### src/rtl/dmem_access_ctrl.sv
// dmem_access_ctrl
//   MEM-stage access controller. It sits between the EX/MEM latch and a
//   word-organised, combinationally read data memory. It handles byte,
//   halfword and word loads (lane extraction with sign/zero extension) and
//   stores (read-modify-write for sub-word sizes), and stalls the pipeline
//   while an access is in flight.
//
//   Optional build macro: DMEM_RANGE_CHECK_EN
//     When defined, the module has a range_err output. A request whose byte
//     address is >= 4*DEPTH completes immediately with range_err=1 and never
//     touches memory. When undefined, the upper address bits are ignored and
//     the word index wraps within DEPTH.
module dmem_access_ctrl #(
   parameter int unsigned DEPTH  = 256,
   parameter int unsigned ADDR_W = 8
) (
   input  logic        clk,
   input  logic        rst,
   input  logic        req_valid,
   input  logic        req_write,
   input  logic        req_read,
   input  logic [1:0]  req_size,
   input  logic        req_signed,
   input  logic [31:0] req_addr,
   input  logic [31:0] req_wdata,
   output logic        stall,
   output logic        resp_valid,
   output logic [31:0] resp_rdata,
   output logic        misalign_err,
   output logic [31:0] mem_addr,
   output logic [31:0] mem_write_data,
   output logic        mem_memwrite,
   output logic        mem_memread,
`ifdef DMEM_RANGE_CHECK_EN
   output logic        range_err,
`endif
   input  logic [31:0] mem_read_data
);

   typedef enum logic [1:0] {
      IDLE,
      RD,
      WR,
      RESP
   } state_t;

   state_t            state;

   // Request fields latched at the accept edge.
   logic [ADDR_W+1:0] addr_q;
   logic [1:0]        size_q;
   logic              signed_q;
   logic              write_q;
   // Store data; after the read phase of a sub-word store it holds the merged word.
   logic [31:0]       wword_q;

   logic              is_op;
   logic              accept;
   logic              misaligned;
   logic              out_of_range;

   // Little-endian lane extraction followed by sign or zero extension.
   function automatic logic [31:0] load_extract(
      input logic [31:0] word,
      input logic [1:0]  lo,
      input logic [1:0]  size,
      input logic        sgn
   );
      logic [31:0] sh;
      logic [31:0] res;
      sh  = '0;
      res = word;
      case (size)
         2'b00: begin
            sh  = word >> {lo, 3'b000};
            res = sgn ? {{24{sh[7]}}, sh[7:0]} : {24'd0, sh[7:0]};
         end
         2'b01: begin
            sh  = word >> {lo[1], 4'b0000};
            res = sgn ? {{16{sh[15]}}, sh[15:0]} : {16'd0, sh[15:0]};
         end
         default: res = word;
      endcase
      return res;
   endfunction

   // Replace the addressed byte/half lanes of the old word with store data.
   function automatic logic [31:0] store_merge(
      input logic [31:0] old,
      input logic [31:0] wdata,
      input logic [1:0]  lo,
      input logic [1:0]  size
   );
      logic [31:0] mask;
      logic [31:0] data;
      mask = '1;
      data = wdata;
      case (size)
         2'b00: begin
            mask = 32'h0000_00FF << {lo, 3'b000};
            data = {24'd0, wdata[7:0]} << {lo, 3'b000};
         end
         2'b01: begin
            mask = 32'h0000_FFFF << {lo[1], 4'b0000};
            data = {16'd0, wdata[15:0]} << {lo[1], 4'b0000};
         end
         default: begin
            mask = '1;
            data = wdata;
         end
      endcase
      return (old & ~mask) | (data & mask);
   endfunction

   // Alignment rule: halves need addr[0]=0, words (and size 11) need addr[1:0]=0.
   always_comb begin
      misaligned = 1'b0;
      case (req_size)
         2'b00:   misaligned = 1'b0;
         2'b01:   misaligned = req_addr[0];
         default: misaligned = (req_addr[1:0] != 2'b00);
      endcase
   end

`ifdef DMEM_RANGE_CHECK_EN
   assign out_of_range = (req_addr >= 32'(4 * DEPTH));
`else
   logic unused_addr_hi;
   assign unused_addr_hi = ^req_addr[31:ADDR_W+2];
   assign out_of_range   = 1'b0;
`endif

   // A request counts only with a read or write flag; reset suppresses acceptance.
   assign is_op  = req_valid && (req_read || req_write);
   assign accept = rst && (state == IDLE) && is_op;

   // Stall covers the accept cycle and the memory phases, but not RESP.
   assign stall = accept || (state == RD) || (state == WR);

   // Memory-side outputs decoded from state and latched registers.
   assign mem_memread    = (state == RD);
   assign mem_memwrite   = (state == WR);
   assign mem_addr       = {{(32 - ADDR_W){1'b0}}, addr_q[ADDR_W+1:2]};
   assign mem_write_data = wword_q;

   // Access FSM with registered response outputs.
   always_ff @(posedge clk) begin
      if (!rst) begin
         state        <= IDLE;
         addr_q       <= '0;
         size_q       <= '0;
         signed_q     <= 1'b0;
         write_q      <= 1'b0;
         wword_q      <= '0;
         resp_valid   <= 1'b0;
         resp_rdata   <= '0;
         misalign_err <= 1'b0;
`ifdef DMEM_RANGE_CHECK_EN
         range_err    <= 1'b0;
`endif
      end else begin
         case (state)
            IDLE: begin
               if (is_op) begin
                  addr_q   <= req_addr[ADDR_W+1:0];
                  size_q   <= req_size;
                  signed_q <= req_signed;
                  write_q  <= req_write;
                  wword_q  <= req_wdata;
                  if (misaligned || out_of_range) begin
                     state        <= RESP;
                     resp_valid   <= 1'b1;
                     resp_rdata   <= '0;
                     misalign_err <= misaligned;
`ifdef DMEM_RANGE_CHECK_EN
                     range_err    <= out_of_range;
`endif
                  end else if (req_write && req_size[1]) begin
                     state <= WR;
                  end else begin
                     state <= RD;
                  end
               end
            end
            RD: begin
               if (write_q) begin
                  wword_q <= store_merge(mem_read_data, wword_q, addr_q[1:0], size_q);
                  state   <= WR;
               end else begin
                  resp_rdata <= load_extract(mem_read_data, addr_q[1:0], size_q, signed_q);
                  resp_valid <= 1'b1;
                  state      <= RESP;
               end
            end
            WR: begin
               resp_rdata <= '0;
               resp_valid <= 1'b1;
               state      <= RESP;
            end
            RESP: begin
               resp_valid   <= 1'b0;
               misalign_err <= 1'b0;
`ifdef DMEM_RANGE_CHECK_EN
               range_err    <= 1'b0;
`endif
               state        <= IDLE;
            end
            default: state <= IDLE;
         endcase
      end
   end

endmodule

### config.mk
export PLATFORM = sky130hd
export DESIGN_NAME = dmem_access_ctrl
export DESIGN_NICKNAME = d
export VERILOG_FILES = /design/src/rtl/dmem_access_ctrl.sv
export SDC_FILE = /design/constraint.sdc
export NUM_CORES = 1
export LEC_CHECK = 0
export ABC_CLOCK_PERIOD_IN_PS = 3220
export BUFFER_PORTS_ARGS = -buffer_cell sky130_fd_sc_hd__buf_2
export CORE_UTILIZATION = 25
export CTS_CLUSTER_DIAMETER = 120
export DETAILED_ROUTE_END_ITERATION = 12
export PLACE_DENSITY_LB_ADDON = 0.1
export SLEW_MARGIN = 30
export SYNTH_ARGS = -nofsm -noshare
export SYNTH_HDL_FRONTEND = slang
export SYNTH_SLANG_ARGS = --single-unit
### constraint.sdc
create_clock -name clk -period 3.22 [get_ports clk]
set_input_delay 0.322 -clock clk [delete_from_list [all_inputs] [get_ports clk]]
set_output_delay 0.322 -clock clk [all_outputs]
set_load 0.1 [all_outputs]
==> results of run 1 <==
[Yosys cell counts (7+ instances only)]
master | instances | area [µm²]
sky130_fd_sc_hd__dfxtp_1 | 82 | 1640
sky130_fd_sc_hd__clkbuf_1 | 25 | 93.8
sky130_fd_sc_hd__o2bb2ai_1 | 15 | 131
sky130_fd_sc_hd__nand2b_1 | 12 | 75.1
sky130_fd_sc_hd__a211oi_1 | 9 | 67.6
sky130_fd_sc_hd__nor2b_1 | 13 | 81.3
sky130_fd_sc_hd__nand2_1 | 56 | 210
sky130_fd_sc_hd__a211o_1 | 8 | 70.1
sky130_fd_sc_hd__o2bb2ai_2 | 10 | 150
sky130_fd_sc_hd__inv_1 | 19 | 71.3
sky130_fd_sc_hd__buf_4 | 35 | 263
sky130_fd_sc_hd__o32ai_1 | 7 | 61.3
sky130_fd_sc_hd__buf_2 | 16 | 80.1
sky130_fd_sc_hd__mux2i_1 | 9 | 90.1
sky130_fd_sc_hd__nand3_1 | 10 | 50.1
sky130_fd_sc_hd__a222oi_1 | 7 | 70.1
sky130_fd_sc_hd__o21ai_0 | 44 | 220
sky130_fd_sc_hd__nor2_1 | 19 | 71.3
sky130_fd_sc_hd__a21oi_1 | 22 | 110
sky130_fd_sc_hd__o22ai_1 | 17 | 106
sky130_fd_sc_hd__a22o_1 | 23 | 201
sky130_fd_sc_hd__a31oi_1 | 8 | 50.1
sky130_fd_sc_hd__o211ai_1 | 16 | 120
sky130_fd_sc_hd__a221oi_1 | 16 | 140
[cell type report]
type,instances,area [µm²]
clock buffer,10,239
fill,1951,12300
inverter,20,75.1
timing repair buffer,169,873
clock inverter,5,78.8
sequential,82,1640
antenna,1,2.50
tap,229,287
multi-input combinational,377,2500
[cell usage in the layout (no fill, tap or decap), drive strengths merged, types with 2 or more instances in the layout]
cell / n
nor4b: 2
nand2b: 12
ha: 4
dfxtp: 82
buf: 169
conb: 24
nor2: 19
and2: 2
a222oi: 7
bufinv: 2
o211ai: 16
nand2: 56
mux2i: 9
o21ai: 45
a221oi: 16
nor2b: 13
o2bb2ai: 25
a211oi: 9
clkinv: 3
o22ai: 19
o32ai: 7
nand3: 11
clkbuf: 10
a31oi: 8
a211o: 8
a21oi: 26
a22o: 23
inv: 20
[per-layer routing]
| metal | share of wire (%) | wire length [µm] |
|---|---|---|
| met1 | 43 | 7350 |
| met2 | 49 | 8300 |
| met5 | 0.076 | 13 |
| met4 | 1.4 | 237 |
| met3 | 6.8 | 1160 |
[worst register-to-register path, cell delays in order (launching register included)]
cell,delay [ns]
sky130_fd_sc_hd__dfxtp_1,0.53
sky130_fd_sc_hd__nand2b_1,0.62
sky130_fd_sc_hd__nor2_1,0.36
sky130_fd_sc_hd__a221oi_1,0.45
sky130_fd_sc_hd__o22ai_1,0.15
[cell families (layout without fill, tap and decap cells)]
group,after synthesis,count (layout),share of synthesized area [%]
compound gates,217,217,36.4
simple gates,123,123,13.0
buf+inv,99,204,11.7
flops,82,82,35.8
mux,9,9,1.96
fa+ha+maj,4,4,1.09
other cells,1,25,0.0817
[power groups by stage]
stage | Sequential (mW) | Clock [mW] | Combinational [mW]
after floorplan | 3.05 | 0 | 1.66
after global placement | 1.53 | 0 | 3.82
after detailed placement | 1.54 | 0 | 3.84
after CTS | 1.51 | 1.16 | 3.85
after global routing | 1.55 | 1.20 | 4.04
final | 1.51 | 1.13 | 3.83
[path summary, 6_finish.rpt]
check                   start   endpoint  slack (ns)  cells after the start
setup / recovery     state[0]      stall        0.58                      5
hold / removal    req_addr[8]  addr_q[8]        0.21                      3
setup reg to reg    size_q[0]       flop        0.98                      4
hold reg to reg     addr_q[3]  addr_q[3]        0.45                      2
==> flow_summary.rst, run 1 <==
.. list-table::
   :header-rows: 1

   * - Metric
     - Value
   * - Status
     - complete, no violations
   * - Share of the clock period used by the worst path
     - 81.9%
   * - Final setup margin
     - 0.582 ns
   * - Max-cap violations
     - 0
   * - Power per cell area
     - 1140 nW/µm²
   * - Number of setup violations in the final report
     - 0
   * - Horizontal extent of the die
     - 138 µm
   * - Number of enable-type register cells in the synthesized netlist
     - 0
   * - Hold buffer count at CTS
     - 0
   * - Buffers from clock root to sink, at most
     - 2
   * - Number of max-slew violations in the final report
     - 0
   * - Hold Fails Final Rpt
     - 0
   * - Capturing element type of the critical path
     - primary output
   * - Clock slew seen by the registers of the worst setup and hold paths
     - 0.06 ns
   * - Final standard cell count with taps included and fillers excluded
     - 893
   * - Cell row count
     - 49
   * - P_leak
     - 2.45 nW
   * - Post-layout instance area
     - 5700 µm²
   * - Depth of the CTS H-tree
     - 3
   * - Net switching share of the total power
     - 58.3%
   * - Highest Clock Rate
     - 379 MHz
   * - Post-Route Setup TNS
     - 0 ns
   * - Worst clock skew
     - 0.00622 ns
   * - Post-layout minimum cycle time
     - 2.64 ns
   * - Total setup buffers inserted after CTS
     - 0
   * - Cell type of the slowest stage on the worst timing path
     - sky130_fd_sc_hd__buf_2
   * - Switch Pwr
     - 3.78 mW
   * - Die Y-Extent
     - 138 µm
   * - Required time of the critical path
     - 2.90 ns
   * - Count of unique library cells instantiated by Yosys
     - 52
   * - Worst slew pin tran
     - 0.694 ns
   * - Initial drt markers
     - 338
   * - Half-perimeter wire length after detailed placement
     - 13000 µm
   * - Delay of the slowest cell on the worst path
     - 0.45 ns
   * - Count of nets left with antenna violations after detail routing
     - 0
   * - Clock tree from TritonCTS
     - built
   * - Post-synthesis area per instance
     - 8.58 µm²
   * - Proportion of power drawn by flip-flops and latches
     - 23.4%
   * - Post-synthesis instance area
     - 4590 µm²
   * - Clock network power share
     - 17.5%
   * - Unrepaired setup endpoints after global routing
     - false
   * - Share of flip-flops with an asynchronous set or reset after synthesis
     - 0%
   * - Gpl congestion
     - 0.805
   * - Post-synthesis sequential element count
     - 82
   * - Number of top-level design ports
     - 205
   * - Met3 Usage GRT
     - 4.34%
   * - Drt first pass iters
     - 7
   * - Met2 Resource Use GR
     - 29.3%
   * - Setup slack at placement
     - 0.921 ns
   * - Largest fanout on the critical path
     - 15
   * - Sequential-to-total area share from yosys stat
     - 35.8%
   * - Routed wire per std cell
     - 19.1 µm
   * - Number of instances in the synthesized netlist
     - 535
   * - Normalized max-slew margin
     - 53.8%
   * - Min-Delay Path Class
     - in2reg
   * - Top FF cell, synth
     - sky130_fd_sc_hd__dfxtp_1
   * - First-pass GRT wire length
     - 25200 µm
   * - Largest voltage drop on the vdd net
     - 865 µV
   * - Count of buffers inserted at the top-level ports
     - 158
   * - Floorplan Core Area
     - 18000 µm²
   * - Critical-path cell list
     - inv_1, ha_1, nand2_1, o21ai_1, buf_2
   * - Total wire length after detailed routing
     - 17100 µm
   * - Share of cells above drive strength 1
     - 31.7%
   * - Sinks on the clock net
     - 82
   * - DRC
     - 0
   * - Vias in the first global route
     - 4203
   * - Count of cells resized by post-cts repair
     - 0
   * - Buffers and inverters on the worst path
     - 2
   * - Global Route met1 Usage
     - 23.5%
   * - Power Internal
     - 2.70 mW
   * - TritonCTS Buffers
     - 9
   * - Via total after detailed routing
     - 4566
   * - Number of antenna violations at the first check in global routing
     - 1
   * - Critical path data arrival time
     - 2.32 ns
   * - Global-route layer with the greatest usage
     - met2
   * - Tot GR Track Use
     - 18.0%
   * - Clk Latency, worst-skew pair
     - 0.35 ns
   * - Syn-to-layout area delta
     - 24.1%
   * - Crit path launch type
     - flop
   * - Starting Density
     - 25.6%
   * - Cell family contributing the most delay on the critical path
     - buffers and inverters
   * - Root buffer cell
     - sky130_fd_sc_hd__clkbuf_16
   * - WS Path Type
     - reg2out
   * - Dpl cells
     - 877
   * - Grt total ovfl
     - 0
   * - Per-cell via count in the routed design
     - 5.11
   * - Sum of internal, switching and leakage power
     - 6.47 mW
   * - Placement Cell Area
     - 5370 µm²
   * - Ys Warns
     - 0
   * - Die Area
     - 18900 µm²
   * - Pin count of the biggest net entering global routing
     - 49
   * - Part of the power in combinational logic
     - 59.1%
   * - Final core utilization
     - 31.7%
   * - Hold slack final
     - 0.208 ns
   * - Final Net Count
     - 767
Power figures use the tool's default switching activity.
==> inputs of run 2 (changes only) <==
--- a/config.mk
+++ b/config.mk
@@ -5,7 +5,7 @@
 export SDC_FILE = /design/constraint.sdc
 export NUM_CORES = 1
 export LEC_CHECK = 0
-export ABC_CLOCK_PERIOD_IN_PS = 3220
+export ABC_CLOCK_PERIOD_IN_PS = 2400
 export BUFFER_PORTS_ARGS = -buffer_cell sky130_fd_sc_hd__buf_2
 export CORE_UTILIZATION = 25
 export CTS_CLUSTER_DIAMETER = 120
==> constraint.sdc (replaced) <==
create_clock -name clk -period 2.4 [get_ports clk]
set_input_delay 0.24 -clock clk [delete_from_list [all_inputs] [get_ports clk]]
set_output_delay 0.24 -clock clk [all_outputs]
set_load 0.1 [all_outputs]
==> run 2 against run 1 <==
Core utilization increased by 0.34 points. Via count increased by 0.11%. Non-clock buffer count increased by 7. Hold slack got worse by 0.080 ns. Highest routed layer is now met4. Largest cell class unchanged. Total power increased by 35%. Sequential share of layout area decreased by 0.33 points. Worst setup slack got worse by 0.23 ns. Clock skew increased by 0.0038 ns. Global-route usage about the same. Final area increased by 1.1%.
==> flow_summary.rst, run 2 (same netlist as run 1, synthesis figures left out) <==
.. list-table::
   :header-rows: 1

   * - Metric
     - Value
   * - Grt total ovfl
     - 0
   * - Number of max-slew violations in the final report
     - 0
   * - Syn-to-layout area delta
     - 25.4%
   * - Count of nets left with antenna violations after detail routing
     - 0
   * - Most frequent cell on the critical path
     - sky130_fd_sc_hd__nor2_1
   * - Final standard cell count with taps included and fillers excluded
     - 900
   * - WS Path Type
     - reg2reg
   * - Max-cap violations
     - 0
   * - Clock slew seen by the registers of the worst setup and hold paths
     - 0.06 ns
   * - Via total after detailed routing
     - 4571
   * - Post-layout instance area
     - 5760 µm²
   * - Worst reg2reg setup slack
     - 0.35 ns
   * - Horizontal extent of the die
     - 138 µm
   * - Clock tree from TritonCTS
     - built
   * - First-pass GRT wire length
     - 25100 µm
   * - Worst hold path endpoint
     - addr_q[7]
   * - Logic depth of the worst register-to-register path
     - 6
   * - Final Net Count
     - 774
   * - Critical path data arrival time
     - 2.31 ns
   * - Most frequent standard cell in the layout excluding fill and tap cells
     - sky130_fd_sc_hd__buf_2
   * - DRC
     - 0
   * - Power per cell area
     - 1520 nW/µm²
   * - Vias in the first global route
     - 4344
   * - P_leak
     - 2.48 nW
   * - Normalized max-slew margin
     - 49.3%
   * - TritonCTS Buffers
     - 9
   * - Buffers from clock root to sink, at most
     - 2
   * - Min-delay src
     - req_addr[7]
   * - Hold Fails Final Rpt
     - 0
   * - Drt first pass iters
     - 8
   * - Crit path launch type
     - flop
   * - Die Y-Extent
     - 138 µm
   * - Per-cell via count in the routed design
     - 5.08
   * - Sinks on the clock net
     - 82
   * - Starting Density
     - 25.6%
   * - Hold slack final
     - 0.128 ns
   * - Total of fill cells in the finished design
     - 1936
   * - Share of cells above drive strength 1
     - 32.5%
   * - Post-layout minimum cycle time
     - 2.05 ns
   * - Storage cell area
     - 1640 µm²
   * - Largest voltage drop on the vdd net
     - 1140 µV
   * - Floorplan Core Area
     - 18000 µm²
   * - Total setup buffers inserted after CTS
     - 0
   * - Pin count of the biggest net entering global routing
     - 49
   * - Number of antenna violations at the first check in global routing
     - 0
   * - Number of setup violations in the final report
     - 0
   * - Die Area
     - 18900 µm²
   * - Delay of the slowest cell on the worst path
     - 0.44 ns
   * - Number of top-level design ports
     - 205
   * - Required time of the critical path
     - 2.67 ns
   * - Cell row count
     - 49
   * - Count of buffers inserted at the top-level ports
     - 158
   * - Count of cells resized by post-cts repair
     - 0
   * - Share of the clock period used by the worst path
     - 85.2%
   * - Startpoint of the worst register-to-register path
     - state[0]
   * - Commonest non-fill, non-tap cells in the layout
     - sky130_fd_sc_hd__buf_2 (157), sky130_fd_sc_hd__dfxtp_1 (82), sky130_fd_sc_hd__nand2_1 (56)
   * - Placement Cell Area
     - 5460 µm²
   * - Hold buffer count at CTS
     - 0
   * - Sum of internal, switching and leakage power
     - 8.74 mW
   * - Clk Latency, worst-skew pair
     - 0.35 ns
   * - Min-Delay Path Class
     - in2reg
   * - Root buffer cell
     - sky130_fd_sc_hd__clkbuf_16
   * - Area used by multi-input combinational logic
     - 2500 µm²
   * - Number of cells traversed by the worst hold path
     - 3
   * - Status
     - complete, no violations
   * - R2r endpoint
     - resp_rdata[28]
   * - Routed wire per std cell
     - 19.0 µm
   * - Largest fanout on the critical path
     - 16
   * - Dpl cells
     - 884
   * - Gpl congestion
     - 0.810
   * - Post-Route Setup TNS
     - 0 ns
   * - Worst slew pin tran
     - 0.758 ns
   * - Cell family contributing the most delay on the critical path
     - compound AO/OA/AOI/OAI gates
   * - Highest Clock Rate
     - 489 MHz
   * - Half-perimeter wire length after detailed placement
     - 13100 µm
   * - Initial drt markers
     - 352
   * - Critical-path cell list
     - inv_1, ha_1, nor2_1, nor2_1, o2111ai_4, o2bb2ai_1
   * - Capturing element type of the critical path
     - flop
   * - Worst clock skew
     - 0.0100 ns
   * - Cell type of the slowest stage on the worst timing path
     - sky130_fd_sc_hd__o2111ai_4
   * - Total wire length after detailed routing
     - 17100 µm
   * - Buffers and inverters on the worst path
     - 1
   * - Tot GR Track Use
     - 18.0%
   * - Depth of the CTS H-tree
     - 3
   * - Unrepaired setup endpoints after global routing
     - false
## run 2: changes by cell type in the layout (fill, tap and decap cells not counted), sizes merged
cell / previous run / this run
buf: 169 / 176
clkinv: 3 / 2
bufinv: 2 / 1
clkinvlp: 0 / 2
## run 2: power breakdown
group,internal (mW),switching (mW),total (mW)
clock network,0.825,0.588,1.41
logic,1.09,4.22,5.31
registers,1.72,0.303,2.02
total,3.63,5.11,8.74
## run 2: worst max-delay path by stage
stage | cells after the start | end | slack (ns) | start
5_1_grt | 6 | resp_rdata[27] | 0.05 | state[0]
6_report | 6 | resp_rdata[28] | 0.35 | state[0]
2_1_floorplan | 6 | stall | 0.15 | state[1]
3_5_place_dp | 6 | resp_rdata[27] | 0.34 | state[0]
3_3_place_gp | 6 | resp_rdata[27] | 0.40 | state[0]
4_1_cts | 6 | resp_rdata[27] | 0.33 | state[0]
## run 2: layer usage
layer	part of all wire [%]	global-route usage, %
met1	44	23.7
met2	49	30.0
met3	6.5	3.72
met4	0.86	3.85
met5	0	0
## run 2: per-stage QoR
stage                     setup WS, ns  utilization [%]
after CTS                        0.328             32.0
after global placement           0.404             30.4
after detailed placement         0.343             30.4
after global routing            0.0544             32.0
final                            0.354             32.0
after floorplan                  0.155                -
## run 2: cell type report
cell class	instances	area share, %
flip-flops and latches	82	28.5
diodes	1	0.0435
repair buffers	176	16.6
clock buffers	10	4.15
multi-input cells	377	43.5
clock inverters	5	0.956
well taps	229	4.98
inverters	20	1.30
## run 2: worst min-delay path, delay by kind of cell
family | cells | cell delay, ns
buffers and inverters | 1 | 0.09
AOI/OAI and AO/OA | 1 | 0.05
and+or+nand+nor | 1 | 0.04
==> inputs of run 3 (changes only) <==
--- a/config.mk
+++ b/config.mk
@@ -5,7 +5,7 @@
 export SDC_FILE = /design/constraint.sdc
 export NUM_CORES = 1
 export LEC_CHECK = 0
-export ABC_CLOCK_PERIOD_IN_PS = 2400
+export ABC_CLOCK_PERIOD_IN_PS = 1800
 export BUFFER_PORTS_ARGS = -buffer_cell sky130_fd_sc_hd__buf_2
 export CORE_UTILIZATION = 25
 export CTS_CLUSTER_DIAMETER = 120
==> constraint.sdc (replaced) <==
create_clock -name clk -period 1.8 [get_ports clk]
set_input_delay 0.18 -clock clk [delete_from_list [all_inputs] [get_ports clk]]
set_output_delay 0.18 -clock clk [all_outputs]
set_load 0.1 [all_outputs]
==> run 3 against run 2 <==
Hold slack got worse by 0.057 ns. Final area rose by 6.4%. Core utilization rose by 2.1 points. Register-to-register slack got worse by 0.24 ns. Combinational power rose by 43%. Worst setup slack got worse by 0.27 ns. Clock skew fell by 0.0038 ns. Critical endpoint is now stall. Largest power group unchanged.
==> flow_summary.rst, run 3 (same netlist as run 1, synthesis figures left out) <==
.. list-table::
   :header-rows: 1

   * - Metric
     - Value
   * - Status
     - complete, no violations
   * - Count of buffers inserted at the top-level ports
     - 158
   * - Clock tree from TritonCTS
     - built
   * - Vias in the first global route
     - 4480
   * - Hold buffer count at CTS
     - 0
   * - Post-layout minimum cycle time
     - 1.71 ns
   * - Starting Density
     - 25.6%
   * - Normalized max-slew margin
     - 65.9%
   * - Hold Fails Final Rpt
     - 0
   * - TritonCTS Buffers
     - 9
   * - Tot GR Track Use
     - 18.1%
   * - Logic depth of the worst register-to-register path
     - 9
   * - Share of cells above drive strength 1
     - 36.8%
   * - Root buffer cell
     - sky130_fd_sc_hd__clkbuf_16
   * - Floorplan Core Area
     - 18000 µm²
   * - Commonest non-fill, non-tap cells in the layout
     - sky130_fd_sc_hd__buf_2 (158), sky130_fd_sc_hd__dfxtp_1 (80), sky130_fd_sc_hd__nand2_1 (55)
   * - Required time of the critical path
     - 1.62 ns
   * - Via total after detailed routing
     - 4694
   * - Dpl cells
     - 907
   * - Per-cell via count in the routed design
     - 5.05
   * - Largest voltage drop on the vdd net
     - 1130 µV
   * - Sum of internal, switching and leakage power
     - 12.4 mW
   * - Routed wire per std cell
     - 18.2 µm
   * - Number of cells traversed by the worst hold path
     - 3
   * - Startpoint of the worst register-to-register path
     - state[1]
   * - Depth of the CTS H-tree
     - 3
   * - Worst reg2reg setup slack
     - 0.11 ns
   * - Half-perimeter wire length after detailed placement
     - 13200 µm
   * - Gpl congestion
     - 0.812
   * - Share of the clock period used by the worst path
     - 95.3%
   * - Worst slew pin tran
     - 0.515 ns
   * - WS Path Type
     - reg2out
   * - Crit path launch type
     - flop
   * - Drt first pass iters
     - 6
   * - Final standard cell count with taps included and fillers excluded
     - 930
   * - Unrepaired setup endpoints after global routing
     - false
   * - Die Y-Extent
     - 138 µm
   * - Cell row count
     - 49
   * - Setup slack at placement
     - -0.0801 ns
   * - Capturing element type of the critical path
     - primary output
   * - Total of fill cells in the finished design
     - 1902
   * - Final Net Count
     - 804
   * - Die Area
     - 18900 µm²
   * - First-pass GRT wire length
     - 25200 µm
   * - Min-delay src
     - req_addr[8]
   * - Sinks on the clock net
     - 82
   * - Largest fanout on the critical path
     - 6
   * - Most frequent standard cell in the layout excluding fill and tap cells
     - sky130_fd_sc_hd__buf_2
   * - Min-Delay Path Class
     - in2reg
   * - Highest Clock Rate
     - 583 MHz
   * - Clock slew seen by the registers of the worst setup and hold paths
     - 0.06 ns
   * - Number of top-level design ports
     - 205
   * - Number of max-slew violations in the final report
     - 0
   * - Buffers from clock root to sink, at most
     - 2
   * - Worst hold path endpoint
     - addr_q[8]
   * - Grt total ovfl
     - 0
   * - Horizontal extent of the die
     - 138 µm
   * - Power per cell area
     - 2020 nW/µm²
   * - Number of antenna violations at the first check in global routing
     - 1
   * - Clk Latency, worst-skew pair
     - 0.34 ns
   * - DRC
     - 0
   * - Syn-to-layout area delta
     - 33.4%
   * - Total wire length after detailed routing
     - 16900 µm
   * - Worst clock skew
     - 0.00618 ns
   * - Number of setup violations in the final report
     - 0
   * - Pin count of the biggest net entering global routing
     - 42
   * - Max-cap violations
     - 0
   * - Post-Route Setup TNS
     - 0 ns
   * - Final setup margin
     - 0.0851 ns
   * - Number of diodes added for antenna fixing
     - 0
   * - Count of nets left with antenna violations after detail routing
     - 0
   * - Critical path data arrival time
     - 1.53 ns
   * - P_leak
     - 2.67 nW
   * - Initial drt markers
     - 241
-- run 3: changes by cell type in the layout (fill, tap and decap cells not counted), sizes merged --
| cell | change |
|---|---|
| buf | +30 |
| bufinv | +2 |
| clkinvlp | -1 |
| clkinv | +1 |
| inv | -1 |
| diode | -1 |
-- run 3: where the power goes --
| group | leakage, nW | switching, mW | internal, mW |
|---|---|---|---|
| clock | 0.166 | 0.751 | 1.35 |
| sequential | 0.669 | 0.387 | 2.30 |
| combinational | 1.83 | 5.75 | 1.84 |
-- run 3: per-layer routing --
metal	global-route usage [%]	wire [µm]	part of all wire, %	vias up
li1	-	-	-	2263
met1	23.0	7410	44	2233
met2	29.5	8140	48	181
met3	4.75	1180	7.0	15
met4	5.49	203	1.2	2
met5	0	12	0.071	-
-- run 3: metrics by stage --
step | utilization [%] | instance area, µm² | hold WS [ns]
2_1_floorplan | - | 4720 | 0.316
3_3_place_gp | 31.6 | 5680 | 0.423
3_5_place_dp | 31.6 | 5680 | 0.431
4_1_cts | 33.7 | 6050 | 0.0598
5_1_grt | 34.1 | 6130 | 0.0649
6_report | 34.1 | 6130 | 0.0715
-- run 3: how the worst max path moves through the flow --
stage	start	to	slack, ns	cells after the start
2_1_floorplan	state[0]	stall	-0.003	6
3_3_place_gp	state[0]	resp_rdata[27]	-0.01	6
3_5_place_dp	state[0]	resp_rdata[29]	-0.08	6
4_1_cts	state[1]	flop	0.01	8
5_1_grt	size_q[1]	flop	0.004	4
6_report	state[1]	stall	0.09	6
-- run 3: what timing repair did --
item                       in CTS  in global routing
pin swaps                       1                  2
gates resized for setup         5                 12
setup endpoints to repair      17                 34
buffers inserted                2                  5
-- run 3: critical path, cell delays in order (launching register included) --
cell,delay [ns]
sky130_fd_sc_hd__dfxtp_1,0.34
sky130_fd_sc_hd__inv_2,0.07
sky130_fd_sc_hd__ha_4,0.19
sky130_fd_sc_hd__buf_2,0.16
sky130_fd_sc_hd__nor2_1,0.18
sky130_fd_sc_hd__o21ai_4,0.09
sky130_fd_sc_hd__buf_12,0.17
-- run 3: area by class of cell --
type	instances	area, µm²	share of cell area, %
inverter	20	78.8	1.29
tap	229	287	4.68
multi-input combinational	377	2570	41.9
timing repair buffer	206	1220	19.9
clock buffer	10	229	3.74
sequential	82	1640	26.8
clock inverter	6	105	1.72
